`src/rtl/vga_stream_capture.sv`:
```
// VGA receive-side capture: recovers line/frame timing from the DAC-bound stream,
// locks to a fixed mode and streams active pixels with x/y through a small FIFO.
module vga_stream_capture #(
    parameter int unsigned H_ACTIVE    = 640,
    parameter int unsigned V_ACTIVE    = 480,
    parameter int unsigned H_TOTAL     = 800,
    parameter int unsigned V_TOTAL     = 525,
    parameter int unsigned LOCK_FRAMES = 2,
    parameter int unsigned FIFO_DEPTH  = 4
) (
    input  logic        clk,
    input  logic        reset,
    input  logic        hsync_n,
    input  logic        vsync_n,
    input  logic        blank_n,
    input  logic [7:0]  red,
    input  logic [7:0]  green,
    input  logic [7:0]  blue,
    output logic        pix_valid,
    input  logic        pix_ready,
    output logic [23:0] pix_color,
    output logic [9:0]  pix_x,
    output logic [9:0]  pix_y,
    output logic        locked,
    output logic        timing_err,
    output logic [9:0]  line_len,
    output logic [9:0]  frame_lines,
    output logic        overflow
);

    localparam int unsigned CW = 10;
    localparam int unsigned AW = $clog2(FIFO_DEPTH);
    localparam int unsigned NW = AW + 1;
    localparam int unsigned GW = $clog2(LOCK_FRAMES + 1);
    localparam logic [CW-1:0] CMAX = '1;

    typedef enum logic [1:0] {SEARCH, MEASURE, LOCKED} state_t;

    logic          hs1, vs1, bl1, hs1_d, vs1_d;
    logic [7:0]    r1, g1, b1;
    logic          line_start, frame_start;
    logic [CW-1:0] hcnt, xcnt, vcnt, ycnt;
    logic [CW-1:0] hcnt_inc, xcnt_inc, vcnt_inc, ycnt_inc;
    logic [CW-1:0] lines_seen, rows_seen;
    logic          lines_ok, line_good, line_bad, frame_good;
    state_t        state, state_n;
    logic [GW-1:0] good_cnt, good_n;
    logic          err_n;

    logic [23:0]   mem_color [FIFO_DEPTH];
    logic [CW-1:0] mem_x     [FIFO_DEPTH];
    logic [CW-1:0] mem_y     [FIFO_DEPTH];
    logic [AW-1:0] wr_ptr, rd_ptr;
    logic [NW-1:0] count, count_n;
    logic          cap_req, full, do_rd, do_wr;

    // Input stage S1 plus previous sync values for edge detection
    always_ff @(posedge clk or posedge reset) begin
        if (reset) begin
            hs1   <= 1'b1;
            vs1   <= 1'b1;
            bl1   <= 1'b0;
            hs1_d <= 1'b1;
            vs1_d <= 1'b1;
            r1    <= '0;
            g1    <= '0;
            b1    <= '0;
        end else begin
            hs1   <= hsync_n;
            vs1   <= vsync_n;
            bl1   <= blank_n;
            hs1_d <= hs1;
            vs1_d <= vs1;
            r1    <= red;
            g1    <= green;
            b1    <= blue;
        end
    end

    assign line_start  = hs1_d & ~hs1;
    assign frame_start = vs1_d & ~vs1;

    assign hcnt_inc = (hcnt == CMAX) ? hcnt : hcnt + CW'(1);
    assign xcnt_inc = (xcnt == CMAX) ? xcnt : xcnt + CW'(1);
    assign vcnt_inc = (vcnt == CMAX) ? vcnt : vcnt + CW'(1);
    assign ycnt_inc = (ycnt == CMAX) ? ycnt : ycnt + CW'(1);

    // A line finishing on the same cycle as frame start still belongs to the ending frame
    assign line_good  = (hcnt_inc == CW'(H_TOTAL)) && (xcnt == '0 || xcnt == CW'(H_ACTIVE));
    assign line_bad   = line_start && !line_good;
    assign lines_seen = line_start ? vcnt_inc : vcnt;
    assign rows_seen  = (line_start && xcnt != '0) ? ycnt_inc : ycnt;
    assign frame_good = lines_ok && !line_bad &&
                        (lines_seen == CW'(V_TOTAL)) && (rows_seen == CW'(V_ACTIVE));

    always_ff @(posedge clk or posedge reset) begin
        if (reset) begin
            hcnt        <= '0;
            xcnt        <= '0;
            vcnt        <= '0;
            ycnt        <= '0;
            line_len    <= '0;
            frame_lines <= '0;
            lines_ok    <= 1'b0;
        end else begin
            hcnt <= line_start ? '0 : hcnt_inc;
            if (line_start) line_len <= hcnt_inc;
            xcnt <= line_start ? '0 : (bl1 ? xcnt_inc : xcnt);
            if (frame_start) begin
                frame_lines <= lines_seen;
                vcnt        <= '0;
                ycnt        <= '0;
                lines_ok    <= 1'b1;
            end else if (line_start) begin
                vcnt <= vcnt_inc;
                ycnt <= rows_seen;
                if (line_bad) lines_ok <= 1'b0;
            end
        end
    end

    // Lock FSM state register
    always_ff @(posedge clk or posedge reset) begin
        if (reset) begin
            state      <= SEARCH;
            good_cnt   <= '0;
            locked     <= 1'b0;
            timing_err <= 1'b0;
        end else begin
            state      <= state_n;
            good_cnt   <= good_n;
            locked     <= (state_n == LOCKED);
            timing_err <= err_n;
        end
    end

    always_comb begin
        state_n = state;
        good_n  = good_cnt;
        err_n   = 1'b0;
        case (state)
            SEARCH: begin
                if (frame_start) begin
                    state_n = MEASURE;
                    good_n  = '0;
                end
            end
            MEASURE: begin
                if (frame_start) begin
                    if (frame_good) begin
                        good_n = good_cnt + GW'(1);
                        if (good_n == GW'(LOCK_FRAMES)) state_n = LOCKED;
                    end else begin
                        good_n = '0;
                        err_n  = 1'b1;
                    end
                end
            end
            LOCKED: begin
                if ((frame_start && !frame_good) || hcnt == CMAX || vcnt == CMAX) begin
                    err_n   = 1'b1;
                    state_n = SEARCH;
                end
            end
            default: state_n = SEARCH;
        endcase
    end

    // Output FIFO; a write into a full FIFO is accepted only when the head leaves the same cycle
    assign cap_req = (state == LOCKED) && bl1 && (xcnt < CW'(H_ACTIVE)) && (ycnt < CW'(V_ACTIVE));
    assign full    = (count == NW'(FIFO_DEPTH));
    assign do_rd   = pix_valid && pix_ready;
    assign do_wr   = cap_req && (!full || do_rd);

    always_comb begin
        count_n = count;
        case ({do_wr, do_rd})
            2'b10:   count_n = count + NW'(1);
            2'b01:   count_n = count - NW'(1);
            default: count_n = count;
        endcase
    end

    always_ff @(posedge clk or posedge reset) begin
        if (reset) begin
            wr_ptr    <= '0;
            rd_ptr    <= '0;
            count     <= '0;
            pix_valid <= 1'b0;
            overflow  <= 1'b0;
            for (int i = 0; i < FIFO_DEPTH; i++) begin
                mem_color[i] <= '0;
                mem_x[i]     <= '0;
                mem_y[i]     <= '0;
            end
        end else begin
            if (do_wr) begin
                mem_color[wr_ptr] <= {b1, g1, r1};
                mem_x[wr_ptr]     <= xcnt;
                mem_y[wr_ptr]     <= ycnt;
                wr_ptr            <= wr_ptr + AW'(1);
            end
            if (do_rd) rd_ptr <= rd_ptr + AW'(1);
            count     <= count_n;
            pix_valid <= (count_n != '0);
            if (cap_req && full && !do_rd) overflow <= 1'b1;
        end
    end

    assign pix_color = mem_color[rd_ptr];
    assign pix_x     = mem_x[rd_ptr];
    assign pix_y     = mem_y[rd_ptr];

endmodule
```
`config.mk`:
```
export PLATFORM = sky130hd
export DESIGN_NAME = vga_stream_capture
export DESIGN_NICKNAME = d
export VERILOG_FILES = /design/src/rtl/vga_stream_capture.sv
export SDC_FILE = /design/constraint.sdc
export NUM_CORES = 1
export LEC_CHECK = 0
export CORE_MARGIN = 2
export CORE_UTILIZATION = 51
export CTS_CLUSTER_SIZE = 14
export DETAILED_ROUTE_END_ITERATION = 10
export PLACE_DENSITY = 0.82
export SLEW_MARGIN = 15
export SYNTH_ARGS = -nofsm -noshare
export SYNTH_HDL_FRONTEND = slang
export SYNTH_SLANG_ARGS = --single-unit
```
`constraint.sdc`:
```
create_clock -name clk -period 11.2 [get_ports clk]
set_input_delay 2.24 -clock clk [delete_from_list [all_inputs] [get_ports clk]]
set_output_delay 2.24 -clock clk [all_outputs]
set_load 0.01 [all_outputs]
```
==> results of run 1 <==
[power groups by stage]
stage | registers [W] | clock network [W] | logic (W)
after detailed placement | 0.00117 | 0 | 0.000282
final | 0.00115 | 0.000958 | 0.000280
after global routing | 0.00116 | 0.00102 | 0.000309
after global placement | 0.00117 | 0 | 0.000275
after CTS | 0.00115 | 0.000977 | 0.000284
after floorplan | 0.00110 | 0 | 0.000252
[worst reg2reg max path: cells and delay by family, from the launching register on]
kind	cells	cell delay [ns]
and+or+nand+nor	4	1.32
DFF	1	0.43
buffers and inverters	1	0.15
AOI/OAI and AO/OA	4	1.05
adders and majority gates	1	0.19
[cells in the final DEF, fill, tap and decap left out, types with 4 or more instances in the layout]
cell,n
dfrtp_1,275
mux2_2,164
clkdlybuf4s50_1,97
nand2_1,54
o21ai_0,44
mux4_2,44
nor2_1,40
clkbuf_16,28
nand3_1,15
xor2_1,15
inv_1,14
ha_1,14
nand4_1,13
mux2i_1,13
clkbuf_8,12
a21oi_1,10
and2_1,10
nor2b_1,9
xnor2_1,9
nand2b_1,9
and3_1,9
buf_4,9
or3_1,7
a31oi_1,7
o31ai_1,4
o211ai_1,4
nor3_1,4
nand2_2,4
dfstp_2,4
[flip-flops by register name, indices dropped and copies added (netlist names), 2 cells and up]
register / cells
b1: 8
count: 3
frame_lines: 10
g1: 8
good_cnt: 2
hcnt: 10
line_len: 10
mem_color: 96
mem_x: 40
mem_y: 40
r1: 8
rd_ptr: 2
state: 2
vcnt: 10
wr_ptr: 2
xcnt: 10
ycnt: 10
[through the flow]
stage               setup WS (ns)  area, sq um  hold WS, ns  power (W)  cells
global route                6.008        14460       0.3756   0.002490   1314
global placement            5.912        13500       0.3616   0.001440   1265
detailed placement          5.882        13500       0.3629   0.001451   1265
CTS                         6.091        14460       0.3721   0.002413   1314
finish                      6.171        14460       0.3727   0.002385   1314
floorplan                   1.216        12270       0.3581   0.001353    900
[layer usage]
metal  up-vias  GRT usage  wire, microns
met5         -          0              0
met4         0    0.03802            414
met1      3847     0.2664          10770
met3        30    0.02891            918
li1       3396          -              -
met2       149     0.3324          12080
[final timing paths]
path / startpoint / end / slack, ns / cells after the start
worst max register to register: xcnt[0] / locked / 7.93 / 10
min in group asynchronous: reset / mem_y[4] / 2.31 / 2
worst max-delay path: rd_ptr[0] / pix_y[5] / 6.17 / 2
worst min-delay path: hs1 / hs1_d / 0.37 / 0
max in group asynchronous: reset / mem_color[56] / 6.53 / 4
worst min register to register: hs1 / hs1_d / 0.37 / 0
[final cells by class]
class | count | area [sq um] | area share
Clock buffer | 43 | 877.1 | 0.06064
Sequential cell | 281 | 7042 | 0.4869
Timing Repair Buffer | 106 | 1039 | 0.07180
Tap cell | 319 | 399.1 | 0.02760
Inverter | 15 | 63.81 | 0.004412
Clock inverter | 6 | 91.34 | 0.006315
Multi-Input combinational cell | 544 | 4952 | 0.3424
[kinds of logic (layout without fill, tap and decap cells)]
group | Yosys count | count (layout) | share of synthesized area
buffers and inverters | 75 | 170 | 0.02406
AOI/OAI and AO/OA | 93 | 93 | 0.04903
muxes | 221 | 221 | 0.2418
DFF | 281 | 281 | 0.5733
adders and majority gates | 15 | 15 | 0.01590
and+or+nand+nor | 191 | 191 | 0.07880
xor gates and xnor gates | 24 | 24 | 0.01713
==> flow_metrics.py, run 1 <==
metrics = {
    "sta": {
        "fmax_ghz": 0.1988,
        "hold_violations": 0,
        "finalClockSkew_ns": 0.01090,
        "worstMarginPinSlew_ns": 0.9651,
        "final.period_utilization": 0.4491,
        "slew_violations": 0,
        "tns_ns": 0,
        "setup_viol": 0,
        "rsz0062_at_grt": "false",
        "relSlewSlack": 0.3566,
        "period_minus_slack_ns": 5.029,
    },
    "worst_setup_path": {
        "cp_cell_sequence": "mux4_2 > clkdlybuf4s50_1",
        "slowest_stage": "dfrtp_4",
        "crit_arrival_ns": 2.79,
        "worstSetupEndpointType": "output port",
        "cp_max_fo": 46,
        "path_buf_inv": 1,
        "cp-start-kind": "flip-flop",
        "cp.required_ns": 8.96,
        "critPathMaxStageDelay_ns": 1.04,
        "critPathKind": "flip-flop to output port",
        "crit_family": "flip-flops",
    },
    "place": {
        "gp_congestion": 0.8409,
        "dp_hpwl_mm": 14.87,
        "io_buffers": 97,
    },
    "synthesis": {
        "synth_top_area_frac": 0.5647,
        "yosysWarnings": 0,
        "netlist.top_cell.by_area": "dfrtp_1",
        "netlist_top_cells_area": "dfrtp_1, mux2_2, mux4_2",
        "yosysMostFrequentCell": "dfrtp_1",
        "syn_area_sq_mm": 0.01227,
        "synth_seq_area_share": 0.5733,
        "synthDistinctLibCells": 61,
        "synth_top_cells_by_count": "dfrtp_1, mux2_2, nand2_1, clkbuf_1",
        "syn_inst": 900,
        "syn_area_per_cell_sq_um": 13.64,
        "synthFlopType": "dfrtp_1",
        "syn_nets": 945,
        "ys_seq_elements": 281,
        "synth_edf_count": 0,
        "async_flop_share": 1.000,
    },
    "clocking": {
        "clock-sinks": 281,
        "clock_path_buffers": 3,
        "clkTransAtPathRegs_ns": 0.06,
        "tritoncts": "done",
        "ctsResizeCount": 0,
        "cts_buffers": 28,
        "h-tree-depth": 1,
        "clock_latency_ns": 0.54,
        "cts_root_buf": "clkbuf_16",
        "postCtsSetupBuffers": 0,
        "ctsHoldBuffers": 0,
    },
    "pwr": {
        "peakVddDrop_v": 0.0001389,
        "leakage_nw": 6.768,
        "switching_power_w": 0.0006086,
        "p_sw_frac": 0.2551,
        "p_comb_frac": 0.118,
        "clkPwrFrac": 0.402,
        "pwr_density_cell_mw_per_mm2": 164.9,
        "power_frac_seq": 0.481,
        "intPower_w": 0.001777,
    },
    "floorplanning": {
        "ioPinCount": 98,
        "initial_utilization": 0.5214,
        "core_area_sq_mm": 0.02354,
        "chipHeight_microns": 159.1,
        "fp-row-count": 56,
        "die-area_sq_mm": 0.02532,
        "die_w_microns": 159.1,
    },
    "grt": {
        "grt_use_total": 0.1936,
        "antenna_found_initial": 0,
        "grt_pass1_vias": 7661,
        "grt_max_degree": 140,
        "overflow": 0,
        "grt_pass1_wl_mm": 40.39,
    },
    "run_status": {
        "status": "finished, final reports clean",
    },
    "drt": {
        "drt_wl_total_mm": 24.18,
        "ant_nets": 0,
        "via_per_inst": 5.648,
        "drcViolationCount": 0,
        "first_iter_violations": 510,
        "num_vias": 7422,
        "routedWlPerCell_microns": 18.40,
        "drt-pass1-iter-count": 6,
    },
    "finish": {
        "syn_to_final_growth_pct": 17.84,
        "drive_gt1_frac": 0.2854,
        "antenna_cells": 0,
        "nNetsFinal": 1021,
        "fin_util": 0.6144,
        "nFillCells": 1763,
    },
    "job": {
        "drv_cap": 0,
    },
    "hold_path": {
        "hold_path_class": "flip-flop to flip-flop",
    },
}
No activity file was read; power rests on OpenSTA's default activity.
==> run 2: changes to the inputs <==
- clock period: 11.2 -> 4.99 ns (I/O delays scaled with it)
==> run 2 against run 1 <==
  * Count of clock-buffer cells in the layout is 4 lower
  * Die area stayed put
  * Via count is 0.22% higher
==> flow_metrics.py, run 2 (synthesis gave the netlist of run 1 again) <==
metrics = {
    "worst_setup_path": {
        "critPathKind": "flip-flop to output port",
        "cp_max_fo": 46,
        "rr_endpoint": "locked",
        "cp-start-kind": "flip-flop",
        "critPathMaxStageDelay_ns": 1.04,
        "reg2reg_slack_ns": 1.73,
        "r2r_cells": 10,
        "crit_arrival_ns": 2.76,
        "worstSetupEndpointType": "output port",
        "cp_cell_sequence": "mux4_2 > clkdlybuf4s50_1",
        "crit_family": "flip-flops",
        "path_buf_inv": 1,
        "regToRegStartpoint": "xcnt[0]",
        "cp.required_ns": 3.99,
        "slowest_stage": "dfrtp_4",
    },
    "finish": {
        "drive_gt1_frac": 0.2866,
        "largest_reg_flops": 96,
        "final_common_cell": "dfrtp_1",
        "top_regs": "mem_color (96), mem_x (40), mem_y (40)",
        "nFillCells": 1754,
        "multi_input_area_sq_mm": 0.004952,
        "fin_util": 0.6179,
        "layout_common_cells": "dfrtp_1, mux2_2, clkdlybuf4s50_1, nand2_1",
        "largest_register": "mem_color",
        "antenna_cells": 0,
        "nNetsFinal": 1022,
        "syn_to_final_growth_pct": 18.51,
        "regArea_sq_mm": 0.007042,
    },
    "place": {
        "gp_congestion": 0.8726,
        "dp_hpwl_mm": 15.18,
        "io_buffers": 97,
    },
    "floorplanning": {
        "die_w_microns": 159.1,
        "die-area_sq_mm": 0.02532,
        "fp-row-count": 56,
        "initial_utilization": 0.5214,
        "core_area_sq_mm": 0.02354,
        "chipHeight_microns": 159.1,
        "ioPinCount": 98,
    },
    "hold_path": {
        "hold_path_class": "flip-flop to flip-flop",
        "hold_depth": 0,
        "worstHoldStart": "hs1",
        "holdPathEnd": "hs1_d",
    },
    "grt": {
        "grt_max_degree": 170,
        "overflow": 0,
        "grt_use_total": 0.1962,
        "antenna_found_initial": 0,
        "grt_pass1_wl_mm": 41.05,
        "grt_pass1_vias": 7955,
    },
    "drt": {
        "via_per_inst": 5.648,
        "num_vias": 7438,
        "first_iter_violations": 580,
        "ant_nets": 0,
        "routedWlPerCell_microns": 18.53,
        "drt_wl_total_mm": 24.41,
        "drcViolationCount": 0,
        "drt-pass1-iter-count": 5,
    },
    "clocking": {
        "h-tree-depth": 1,
        "ctsHoldBuffers": 0,
        "clkTransAtPathRegs_ns": 0.06,
        "cts_buffers": 29,
        "postCtsSetupBuffers": 0,
        "cts_root_buf": "clkbuf_16",
        "ctsResizeCount": 0,
        "clock-sinks": 281,
        "clock_latency_ns": 0.54,
        "tritoncts": "done",
        "clock_path_buffers": 3,
    },
    "pwr": {
        "p_total_w": 0.005489,
        "leakage_nw": 6.796,
        "pwr_density_cell_mw_per_mm2": 377.4,
        "peakVddDrop_v": 0.0002319,
    },
    "run_status": {
        "status": "finished, final reports clean",
    },
    "job": {
        "drv_cap": 0,
    },
    "sta": {
        "hold_violations": 0,
        "rsz0062_at_grt": "false",
        "worstMarginPinSlew_ns": 0.9315,
        "tns_ns": 0,
        "final.period_utilization": 0.7529,
        "setup_viol": 0,
        "finalClockSkew_ns": 0.009555,
        "slew_violations": 0,
        "relSlewSlack": 0.3790,
        "fmax_ghz": 0.2662,
        "period_minus_slack_ns": 3.757,
    },
}
run 2: cell count changes in the layout (fill, tap and decap cells not counted), moves of 2 or more:
cell        previous run  this run
bufinv_16              2         5
clkbuf_8              12         6
buf_12                 0         2
buf_4                  9         7
clkinvlp_4             0         2
run 2: power breakdown:
| part | internal (W) | switching (W) |
|---|---|---|
| Clock | 0.00142 | 0.000870 |
| Combinational | 0.000313 | 0.000268 |
| Sequential | 0.00237 | 0.000252 |
| Total | 0.00410 | 0.00139 |
run 2: layout make-up:
class                      instances  share of cell area
clock buffer                      39             0.05660
clock inverter                    13             0.01419
inverter                          15            0.004129
multi-input combinational        544              0.3404
sequential                       281              0.4841
tap                              319             0.02744
timing repair buffer             106             0.07311
run 2: metrics by stage:
stage / instances / setup slack [ns] / hold slack (ns) / cell area, sq um
global route: 1317 / 1.060 / 0.3763 / 14550
floorplan: 900 / 0.2740 / 0.3581 / 12280
CTS: 1317 / 1.141 / 0.3717 / 14550
finish: 1317 / 1.233 / 0.3700 / 14550
detailed placement: 1265 / 1.395 / 0.3624 / 13520
global placement: 1265 / 1.495 / 0.3616 / 13520
run 2: per-layer routing:
layer  global-route usage  vias up  part of all wire
li1                     -     3391                 -
met1               0.2755     3832              0.45
met2               0.3196      175              0.49
met3              0.03412       40             0.044
met4              0.05455        0             0.021
met5                    0        -                 0
run 2: worst max path at each step:
stage | from | to | slack (ns) | depth (start not counted)
6_report | rd_ptr[0] | pix_x[1] | 1.23 | 2
5_1_grt | rd_ptr[0] | pix_x[7] | 1.06 | 2
4_1_cts | rd_ptr[0] | pix_x[1] | 1.14 | 2
3_5_place_dp | pix_ready | mem_x[8] | 1.39 | 7
3_3_place_gp | pix_ready | mem_y[7] | 1.49 | 7
2_1_floorplan | reset | b1[0] | 0.27 | 1
run 2: worst register-to-register path, delay by kind of cell (launching register included):
family / cells / cell delay [ns]
DFF: 1 / 0.42
adders and majority gates: 1 / 0.18
buffers and inverters: 1 / 0.19
and+or+nand+nor: 4 / 1.28
AOI/OAI and AO/OA: 4 / 1.08
